==> config.mk <==
export PLATFORM = sky130hd
export DESIGN_NAME = nibble_serial_adder_ctrl
export DESIGN_NICKNAME = d
export VERILOG_FILES = /design/src/rtl/nibble_serial_adder_ctrl_pkg.sv /design/src/rtl/nibble_serial_adder_ctrl_adder.sv /design/src/rtl/nibble_serial_adder_ctrl.sv
export SDC_FILE = /design/constraint.sdc
export NUM_CORES = 1
export LEC_CHECK = 0
export ABC_AREA = 1
export CAP_MARGIN = 15
export CORE_ASPECT_RATIO = 0.7
export CORE_MARGIN = 2
export CORE_UTILIZATION = 50
export CTS_CLUSTER_DIAMETER = 150
export CTS_CLUSTER_SIZE = 40
export DETAILED_ROUTE_END_ITERATION = 12
export PLACE_DENSITY_LB_ADDON = 0.1
export SKIP_CTS_REPAIR_TIMING = 1
export SYNTH_ARGS = -nofsm -noshare
export SYNTH_HDL_FRONTEND = slang
export SYNTH_HIERARCHICAL = 1
export SYNTH_SLANG_ARGS = --single-unit
==> constraint.sdc <==
create_clock -name clock -period 5.2 [get_ports clock]
set_input_delay 1.04 -clock clock [delete_from_list [all_inputs] [get_ports clock]]
set_output_delay 1.04 -clock clock [all_outputs]
set_load 0.01 [all_outputs]
==> src/rtl/nibble_serial_adder_ctrl_pkg.sv <==
// ---------------------------------------------------------------------------
// csc258_adder_pkg
// Shared definitions for the nibble-serial adder controller:
//   NIBBLE_W       - width of one adder step (4 bits)
//   adder_state_t  - controller FSM encoding
//   cnt_width()    - width of the step counter for a given NIBBLES
// ---------------------------------------------------------------------------
package csc258_adder_pkg;

  localparam int NIBBLE_W = 4;

  typedef enum logic [1:0] {
    IDLE = 2'd0,
    RUN  = 2'd1,
    DONE = 2'd2
  } adder_state_t;

  // clog2(nibbles), never narrower than one bit so NIBBLES=1 still has a counter
  function automatic int cnt_width(input int nibbles);
    if (nibbles <= 1) begin
      return 1;
    end else begin
      return $clog2(nibbles);
    end
  endfunction

endpackage

==> src/rtl/nibble_serial_adder_ctrl_adder.sv <==
// ---------------------------------------------------------------------------
// nibble_adder
// Purely combinational 4-bit ripple-carry adder built from full-adder cells.
// Ports:
//   x[3:0], y[3:0]  addends
//   ci              carry in
//   s[3:0]          sum
//   co              carry out of bit 3
// ---------------------------------------------------------------------------
module nibble_adder
  import csc258_adder_pkg::*;
(
  input  logic [NIBBLE_W-1:0] x,
  input  logic [NIBBLE_W-1:0] y,
  input  logic                ci,
  output logic [NIBBLE_W-1:0] s,
  output logic                co
);

  // One full-adder bit cell: returns {carry, sum}
  function automatic logic [1:0] full_add(input logic fx, input logic fy, input logic fc);
    return {(fx & fy) | (fx & fc) | (fy & fc), fx ^ fy ^ fc};
  endfunction

  logic [NIBBLE_W:0] c_s;
  logic [1:0]        cell_s;

  // Ripple the carry through the four bit cells
  always_comb begin
    c_s    = {(NIBBLE_W+1){1'b0}};
    s      = {NIBBLE_W{1'b0}};
    cell_s = 2'b00;
    c_s[0] = ci;
    for (int i = 0; i < NIBBLE_W; i++) begin
      cell_s     = full_add(x[i], y[i], c_s[i]);
      s[i]       = cell_s[0];
      c_s[i+1]   = cell_s[1];
    end
    co = c_s[NIBBLE_W];
  end

endmodule

==> src/rtl/nibble_serial_adder_ctrl.sv <==
// ---------------------------------------------------------------------------
// nibble_serial_adder_ctrl
// Adds two W = 4*NIBBLES bit operands with one shared 4-bit adder, one nibble
// per clock, least significant nibble first. Start/ready/done handshake.
// Ports:
//   clock, resetn          clock, synchronous active-low reset
//   start                  launch request, taken only while ready
//   a, b, c_in             operands and initial carry, sampled on accept
//   ready / busy / done    IDLE / RUN / one-cycle DONE, decoded from state
//   sum, c_out, overflow   registered result, updated only on completion
// ---------------------------------------------------------------------------
module nibble_serial_adder_ctrl
  import csc258_adder_pkg::*;
#(
  parameter int NIBBLES = 4
) (
  input  logic                    clock,
  input  logic                    resetn,
  input  logic                    start,
  input  logic [4*NIBBLES-1:0]    a,
  input  logic [4*NIBBLES-1:0]    b,
  input  logic                    c_in,
  output logic                    ready,
  output logic                    busy,
  output logic                    done,
  output logic [4*NIBBLES-1:0]    sum,
  output logic                    c_out,
  output logic                    overflow
);

  localparam int W     = NIBBLE_W * NIBBLES;
  localparam int CNT_W = cnt_width(NIBBLES);
  localparam logic [CNT_W-1:0] LAST_STEP = CNT_W'(NIBBLES - 1);

  adder_state_t   state_q, state_d;
  logic [CNT_W-1:0] cnt_q, cnt_d;
  logic [W-1:0]   a_sh_q, a_sh_d;
  logic [W-1:0]   b_sh_q, b_sh_d;
  logic [W-1:0]   work_q, work_d;
  logic           carry_q, carry_d;
  logic           a_msb_q, a_msb_d;
  logic           b_msb_q, b_msb_d;
  logic [W-1:0]   sum_q, sum_d;
  logic           c_out_q, c_out_d;
  logic           ovf_q, ovf_d;

  logic [NIBBLE_W-1:0]   nib_s;
  logic                  nib_co;
  logic [W+NIBBLE_W-1:0] work_cat_s;
  logic [W-1:0]          work_next_s;

  nibble_adder u_nibble_adder (
    .x  (a_sh_q[NIBBLE_W-1:0]),
    .y  (b_sh_q[NIBBLE_W-1:0]),
    .ci (carry_q),
    .s  (nib_s),
    .co (nib_co)
  );

  // New nibble enters at the top; concatenation keeps this legal when W == 4
  assign work_cat_s  = {nib_s, work_q};
  assign work_next_s = work_cat_s[W+NIBBLE_W-1:NIBBLE_W];

  // Next-state and datapath update
  always_comb begin
    state_d = state_q;
    cnt_d   = cnt_q;
    a_sh_d  = a_sh_q;
    b_sh_d  = b_sh_q;
    work_d  = work_q;
    carry_d = carry_q;
    a_msb_d = a_msb_q;
    b_msb_d = b_msb_q;
    sum_d   = sum_q;
    c_out_d = c_out_q;
    ovf_d   = ovf_q;
    case (state_q)
      IDLE: begin
        if (start) begin
          state_d = RUN;
          a_sh_d  = a;
          b_sh_d  = b;
          carry_d = c_in;
          cnt_d   = {CNT_W{1'b0}};
          a_msb_d = a[W-1];
          b_msb_d = b[W-1];
        end else begin
          state_d = IDLE;
        end
      end
      RUN: begin
        a_sh_d  = a_sh_q >> NIBBLE_W;
        b_sh_d  = b_sh_q >> NIBBLE_W;
        work_d  = work_next_s;
        carry_d = nib_co;
        cnt_d   = cnt_q + CNT_W'(1);
        if (cnt_q == LAST_STEP) begin
          state_d = DONE;
          sum_d   = work_next_s;
          c_out_d = nib_co;
          ovf_d   = (a_msb_q == b_msb_q) && (work_next_s[W-1] != a_msb_q);
        end else begin
          state_d = RUN;
        end
      end
      DONE: begin
        state_d = IDLE;
      end
      default: begin
        state_d = IDLE;
      end
    endcase
  end

  // State and datapath registers with synchronous active-low reset
  always_ff @(posedge clock) begin
    if (!resetn) begin
      state_q <= IDLE;
      cnt_q   <= {CNT_W{1'b0}};
      a_sh_q  <= {W{1'b0}};
      b_sh_q  <= {W{1'b0}};
      work_q  <= {W{1'b0}};
      carry_q <= 1'b0;
      a_msb_q <= 1'b0;
      b_msb_q <= 1'b0;
      sum_q   <= {W{1'b0}};
      c_out_q <= 1'b0;
      ovf_q   <= 1'b0;
    end else begin
      state_q <= state_d;
      cnt_q   <= cnt_d;
      a_sh_q  <= a_sh_d;
      b_sh_q  <= b_sh_d;
      work_q  <= work_d;
      carry_q <= carry_d;
      a_msb_q <= a_msb_d;
      b_msb_q <= b_msb_d;
      sum_q   <= sum_d;
      c_out_q <= c_out_d;
      ovf_q   <= ovf_d;
    end
  end

  assign ready    = (state_q == IDLE);
  assign busy     = (state_q == RUN);
  assign done     = (state_q == DONE);
  assign sum      = sum_q;
  assign c_out    = c_out_q;
  assign overflow = ovf_q;

endmodule

==> impl_metrics.py, run 1 <==
metrics = {
    "status": {
        "status": "finished clean",
    },
    "global_routing": {
        "grt_pass1_vias": 2579,
        "gr-total-overflow": 0,
        "grt_max_degree": 48,
        "grt_antenna_before_repair": 0,
        "grt_pass1_wl_mm": 12.1,
        "grt_usage_pct": 22.0,
    },
    "critical_path": {
        "reg2reg_from": "state_q[1]",
        "end_kind": "primary output",
        "cp_slowest_cell": "inv_1",
        "path_max_fanout": 29,
        "path_delay_family": "buffers and inverters",
        "cp_common_cell": "inv_1",
        "cpPeakStageDelay_ns": 0.71,
        "worstSetupPathType": "register to primary output",
        "regToRegSetupSlack_ns": 2.52,
        "critPathBufInv": 3,
        "critPathLaunch": "state_q[1]",
        "worst-endpoint-arrival_ns": 2.42,
        "cp.required_ns": 4.16,
        "worst_setup_path_start_kind": "register",
        "path_cells": "inv_1, nand2_2, inv_1, clkdlybuf4s50_1",
    },
    "synth": {
        "synth_cells": 454,
        "yosysTopAreaCellShare_pct": 45.2,
        "syn_area_per_cell_um2": 6.74,
        "yosys.area.top_type": "dfxtp_1",
        "synth_edf_count": 0,
        "syn-num-nets": 495,
        "ys_ff_latch": 69,
        "synth-seq-area-share_pct": 45.2,
        "ys_types": 20,
        "async_flop_share_pct": 0,
        "yosysWarningCount": 6,
        "synth.area.top_cells": "dfxtp_1 45%, nand2_1 17%, nor2_1 8.7%",
        "syn-cell-area_mm2": 0.00306,
        "ys.flop_type": "dfxtp_1",
    },
    "cts": {
        "clk_path_buf_depth": 2,
        "cts_tree": "built",
        "clkSlewWorstSetupHoldPaths_ns": 0.07,
        "cts-root-buf": "clkbuf_8",
        "cts_buffers": 9,
        "cts.sinks": 69,
        "clk_latency_ns": 0.34,
        "h-tree-depth": 3,
    },
    "place": {
        "hpwl_mm": 4.43,
        "globalplace.congestion": 0.764,
        "port_buffers": 56,
        "preCtsSetupSlack_ns": 2.02,
        "placed_cell_area_mm2": 0.00362,
    },
    "power_and_ir_drop": {
        "power_frac_comb_pct": 14.0,
        "p_sw_share_pct": 25.6,
        "power.internal_mw": 0.929,
        "clockPowerShare_pct": 39.6,
        "power_frac_seq_pct": 46.4,
        "finalPower_mw": 1.25,
        "p_sw_mw": 0.320,
        "leakage_nw": 1.69,
        "vdd_ir_drop_max_mv": 0.195,
        "power_density_mw_per_mm2": 325,
    },
    "hold_path": {
        "holdCritStartpoint": "work_q[8]",
        "hold_class": "register to register",
    },
    "drt": {
        "drc": 0,
        "via_per_inst": 4.82,
        "totalWireLength_mm": 6.95,
        "drtIter0Drc": 193,
        "firstDrtPassIters": 4,
        "ant_nets": 0,
        "wire_per_inst_um": 12.0,
        "via_count": 2785,
    },
    "die": {
        "dieArea_mm2": 0.00677,
        "io_pins": 57,
        "start_util_pct": 52.6,
        "die_w_um": 97.5,
        "die_h_um": 69.4,
        "core_area_mm2": 0.00581,
        "rows": 23,
    },
    "timing": {
        "fin_setup_tns_ns": 0,
        "drv_slew": 0,
        "fin_crit_sh_pct": 66.5,
        "tightestPinTransition_ns": 0.983,
        "rsz0062_at_grt": "false",
        "hold_viol_final": 0,
        "fmax_mhz": 289,
        "slew_headroom_pct": 34.4,
        "setup_viol": 0,
        "layout_min_cycle_time_ns": 3.46,
        "finalClockSkew_ns": 0.00877,
        "whs_ns": 0.463,
        "fin_ws_ns": 1.74,
    },
    "final_layout": {
        "drive_gt1_share_pct": 4.57,
        "nets": 539,
        "n_antenna_cell": 0,
        "fill_cells": 531,
        "syn2layout_area_growth_pct": 25.6,
        "final_area_mm2": 0.00384,
    },
    "flow_run": {
        "cap_violations": 0,
    },
}
registers in the layout, summed over array words and instances, names as in the netlist:
name,cells
a_sh_q,16
b_msb_q,1
a_msb_q,1
cnt_q,2
state_q,2
b_sh_q,16
carry_q,1
c_out,1
work_q,12
sum,16
overflow,1
cells by family (layout without fill, tap and decap cells):
logic type	after synthesis	count (layout)	share of synthesized area (%)
adders and majority gates	5	5	3.03
DFF	69	69	45.2
AOI/OAI and AO/OA	46	46	7.65
and+or+nand+nor	258	258	33.7
buffers and inverters	76	125	10.4
power by group through the flow:
stage	Clock (mW)	Combinational (mW)	Sequential (mW)
6_report	0.495	0.175	0.580
5_1_grt	0.528	0.202	0.584
4_1_cts	0.498	0.175	0.580
3_5_place_dp	0	0.173	0.592
3_3_place_gp	0	0.172	0.591
2_1_floorplan	0	0.118	0.588
metal layers:
metal,GRT usage [%],up-vias,wire [um]
met3,7.56,2,440
met4,5.71,0,26
met2,32.1,78,2970
li1,-,1474,-
met5,0,-,0
met1,31.1,1231,3520
final timing paths:
| kind | cells past startpoint | endpoint |
|---|---|---|
| max | 4 | busy |
| min | 2 | work_q[8] |
| max reg2reg | 6 | sum[6] |
| min reg2reg | 2 | work_q[8] |
metrics by stage:
step                      utilization [%]  std cells
after floorplan                         -        454
after global placement               62.2        562
after detailed placement             62.2        562
after CTS                            66.1        578
after global routing                 66.1        578
final                                66.1        578
placed cells by master (no fill, tap or decap), types with 11 or more instances in the layout:
| cell type | count |
|---|---|
| inv_1 | 48 |
| a21oi_1 | 28 |
| nor2_1 | 71 |
| clkdlybuf4s50_1 | 56 |
| nand2_1 | 142 |
| clkbuf_8 | 11 |
| dfxtp_1 | 69 |
| nand3_1 | 42 |
| o21ai_0 | 17 |
worst register-to-register path, stage by stage (launching register included):
cell,delay [ns]
dfxtp_1,0.32
inv_1,0.71
nand2_2,0.11
buf_4,0.31
nor2_1,0.71
nand2_1,0.22
o21ai_0,0.22
synth_stat cells, types with 2 or more instances:
cell type,n
fa_1,4
nand3_1,42
buf_4,2
buf_1,2
dfxtp_1,69
inv_1,48
clkbuf_1,7
nor2_1,71
buf_2,14
nand2_1,142
o21ai_0,17
a21oi_1,28
area by class of cell:
| type | count | area (um^2) | share of cell area (%) |
|---|---|---|---|
| Clock buffer | 12 | 155 | 4.04 |
| Clock inverter | 4 | 70.1 | 1.82 |
| Inverter | 49 | 184 | 4.79 |
| Multi-Input combinational cell | 309 | 1370 | 35.6 |
| Sequential cell | 69 | 1380 | 36.0 |
| Tap cell | 75 | 93.8 | 2.44 |
| Timing Repair Buffer | 60 | 591 | 15.4 |
No activity file was read; power rests on OpenSTA's default activity.
==> inputs of run 2 (changes only) <==
--- a/config.mk
+++ b/config.mk
@@ -9,7 +9,7 @@
 export CAP_MARGIN = 15
 export CORE_ASPECT_RATIO = 0.7
 export CORE_MARGIN = 2
-export CORE_UTILIZATION = 50
+export CORE_UTILIZATION = 47
 export CTS_CLUSTER_DIAMETER = 150
 export CTS_CLUSTER_SIZE = 40
 export DETAILED_ROUTE_END_ITERATION = 12
==> constraint.sdc (replaced) <==
create_clock -name clock -period 3 [get_ports clock]
set_input_delay 0.6 -clock clock [delete_from_list [all_inputs] [get_ports clock]]
set_output_delay 0.6 -clock clock [all_outputs]
set_load 0.01 [all_outputs]
==> impl_metrics.py, run 2 (synthesized netlist as in run 1, its figures left out) <==
metrics = {
    "power_and_ir_drop": {
        "leakage_nw": 1.70,
        "vdd_ir_drop_max_mv": 0.222,
        "finalPower_mw": 2.19,
        "power_density_mw_per_mm2": 565,
    },
    "timing": {
        "layout_min_cycle_time_ns": 2.67,
        "slew_headroom_pct": 41.5,
        "fin_crit_sh_pct": 88.9,
        "fin_setup_tns_ns": 0,
        "hold_viol_final": 0,
        "fmax_mhz": 375,
        "finalClockSkew_ns": 0.00757,
        "rsz0062_at_grt": "false",
        "setup_viol": 0,
        "drv_slew": 0,
        "tightestPinTransition_ns": 0.874,
    },
    "critical_path": {
        "cp_slowest_cell": "dfxtp_1",
        "reg2reg_from": "b_sh_q[0]",
        "end_kind": "primary output",
        "critPathBufInv": 2,
        "regToRegSetupSlack_ns": 0.58,
        "worstSetupPathType": "register to primary output",
        "cp.required_ns": 2.40,
        "cpPeakStageDelay_ns": 0.67,
        "path_cells": "nand2_2, inv_1, clkdlybuf4s50_1",
        "worst-endpoint-arrival_ns": 2.07,
        "rr_worst_depth": 13,
        "worst_setup_path_start_kind": "register",
        "path_max_fanout": 12,
        "path_delay_family": "buffers and inverters",
        "worstReg2RegEnd": "overflow",
    },
    "die": {
        "die_w_um": 100,
        "dieArea_mm2": 0.00718,
        "die_h_um": 71.5,
        "start_util_pct": 49.0,
        "io_pins": 57,
        "core_area_mm2": 0.00625,
        "rows": 24,
    },
    "drt": {
        "via_count": 2802,
        "wire_per_inst_um": 12.3,
        "drtIter0Drc": 166,
        "drc": 0,
        "firstDrtPassIters": 4,
        "ant_nets": 0,
        "totalWireLength_mm": 7.19,
        "via_per_inst": 4.81,
    },
    "cts": {
        "cts-root-buf": "clkbuf_8",
        "clk_path_buf_depth": 2,
        "clk_latency_ns": 0.35,
        "h-tree-depth": 3,
        "cts.sinks": 69,
        "clkSlewWorstSetupHoldPaths_ns": 0.07,
        "cts_buffers": 9,
        "cts_tree": "built",
    },
    "flow_run": {
        "cap_violations": 0,
    },
    "hold_path": {
        "hold_class": "register to register",
        "holdCritStartpoint": "work_q[7]",
        "worstHoldPathCells": 2,
        "hold_end": "sum[3]",
    },
    "place": {
        "globalplace.congestion": 0.854,
        "hpwl_mm": 4.65,
        "port_buffers": 56,
    },
    "global_routing": {
        "grt_pass1_wl_mm": 12.0,
        "grt_usage_pct": 21.8,
        "grt_pass1_vias": 2538,
        "gr-total-overflow": 0,
        "grt_antenna_before_repair": 0,
        "grt_max_degree": 47,
    },
    "final_layout": {
        "n_antenna_cell": 0,
        "syn2layout_area_growth_pct": 26.8,
        "nets": 541,
        "final_cell_mix": "142 x nand2_1, 71 x nor2_1, 69 x dfxtp_1, 56 x clkdlybuf4s50_1, 48 x inv_1",
        "layout_commonest_cell": "nand2_1",
        "drive_gt1_share_pct": 4.96,
        "fill_cells": 624,
    },
    "status": {
        "status": "finished clean",
    },
}
run 2: cell types whose count changed in the layout (fill, tap and decap cells not counted):
cell | previous run | this run
buf_12 | 0 | 1
clkbuf_1 | 1 | 0
buf_4 | 4 | 5
clkinv_2 | 2 | 0
clkbuf_8 | 11 | 12
clkinvlp_4 | 0 | 1
run 2: how the worst max path moves through the flow:
stage	depth (start not counted)	startpoint	endpoint
floorplan	13	b_sh_q[0]	overflow
global placement	13	b_sh_q[0]	overflow
detailed placement	13	b_sh_q[0]	overflow
CTS	3	state_q[0]	busy
global route	3	state_q[0]	busy
finish	3	state_q[0]	busy
run 2: per-stage QoR:
stage | utilization (%) | area (um^2) | worst slack, ns | hold WS, ns | std cells
2_1_floorplan | - | 3060 | 0.797 | 0.435 | 454
3_3_place_gp | 58.4 | 3650 | 0.673 | 0.453 | 567
3_5_place_dp | 58.4 | 3650 | 0.653 | 0.454 | 567
4_1_cts | 62.1 | 3880 | 0.345 | 0.464 | 582
5_1_grt | 62.1 | 3880 | 0.228 | 0.484 | 582
6_report | 62.1 | 3880 | 0.332 | 0.463 | 582
run 2: report_power, final:
part | leakage (nW) | internal [mW] | total, mW | switching, mW
Combinational | 1.02 | 0.129 | 0.300 | 0.171
Sequential | 0.566 | 0.973 | 1.01 | 0.0376
Clock | 0.115 | 0.532 | 0.882 | 0.350
run 2: final cells by class:
class                   instances  area, um^2  share of cell area, %
clock buffers                  12         165                   4.26
clock inverters                 3        67.6                   1.74
inverters                      49         184                   4.74
multi-input cells             309        1370                   35.2
flip-flops and latches         69        1380                   35.6
well taps                      78        97.6                   2.52
repair buffers                 62         618                   15.9
run 2: worst reg2reg max path, cell delays in order (launching register included):
cell and delay [ns]:
dfxtp_1 0.32, inv_1 0.07, fa_1 0.16, inv_1 0.05
fa_1 0.38, fa_1 0.36, inv_1 0.07, fa_1 0.41
inv_1 0.12, inv_1 0.05, nand3_1 0.07, nand3_1 0.09
nand2_1 0.12, inv_1 0.04
run 2: layer usage:
layer | part of all wire [%] | routed length (um) | vias up | global-route usage [%]
li1 | - | - | 1475 | -
met1 | 51 | 3650 | 1252 | 31.6
met2 | 43 | 3090 | 66 | 31.5
met3 | 4.8 | 346 | 9 | 7.02
met4 | 1.3 | 95 | 0 | 5.48
met5 | 0 | 0 | - | 0
==> inputs of run 3 (changes only) <==
--- a/config.mk
+++ b/config.mk
@@ -13,6 +13,7 @@
 export CTS_CLUSTER_DIAMETER = 150
 export CTS_CLUSTER_SIZE = 40
 export DETAILED_ROUTE_END_ITERATION = 12
+export GPL_ROUTABILITY_DRIVEN = 0
 export PLACE_DENSITY_LB_ADDON = 0.1
 export SKIP_CTS_REPAIR_TIMING = 1
 export SYNTH_ARGS = -nofsm -noshare
==> results of run 3 <==
Final layout, timing and power as in run 2 (identical DEF).
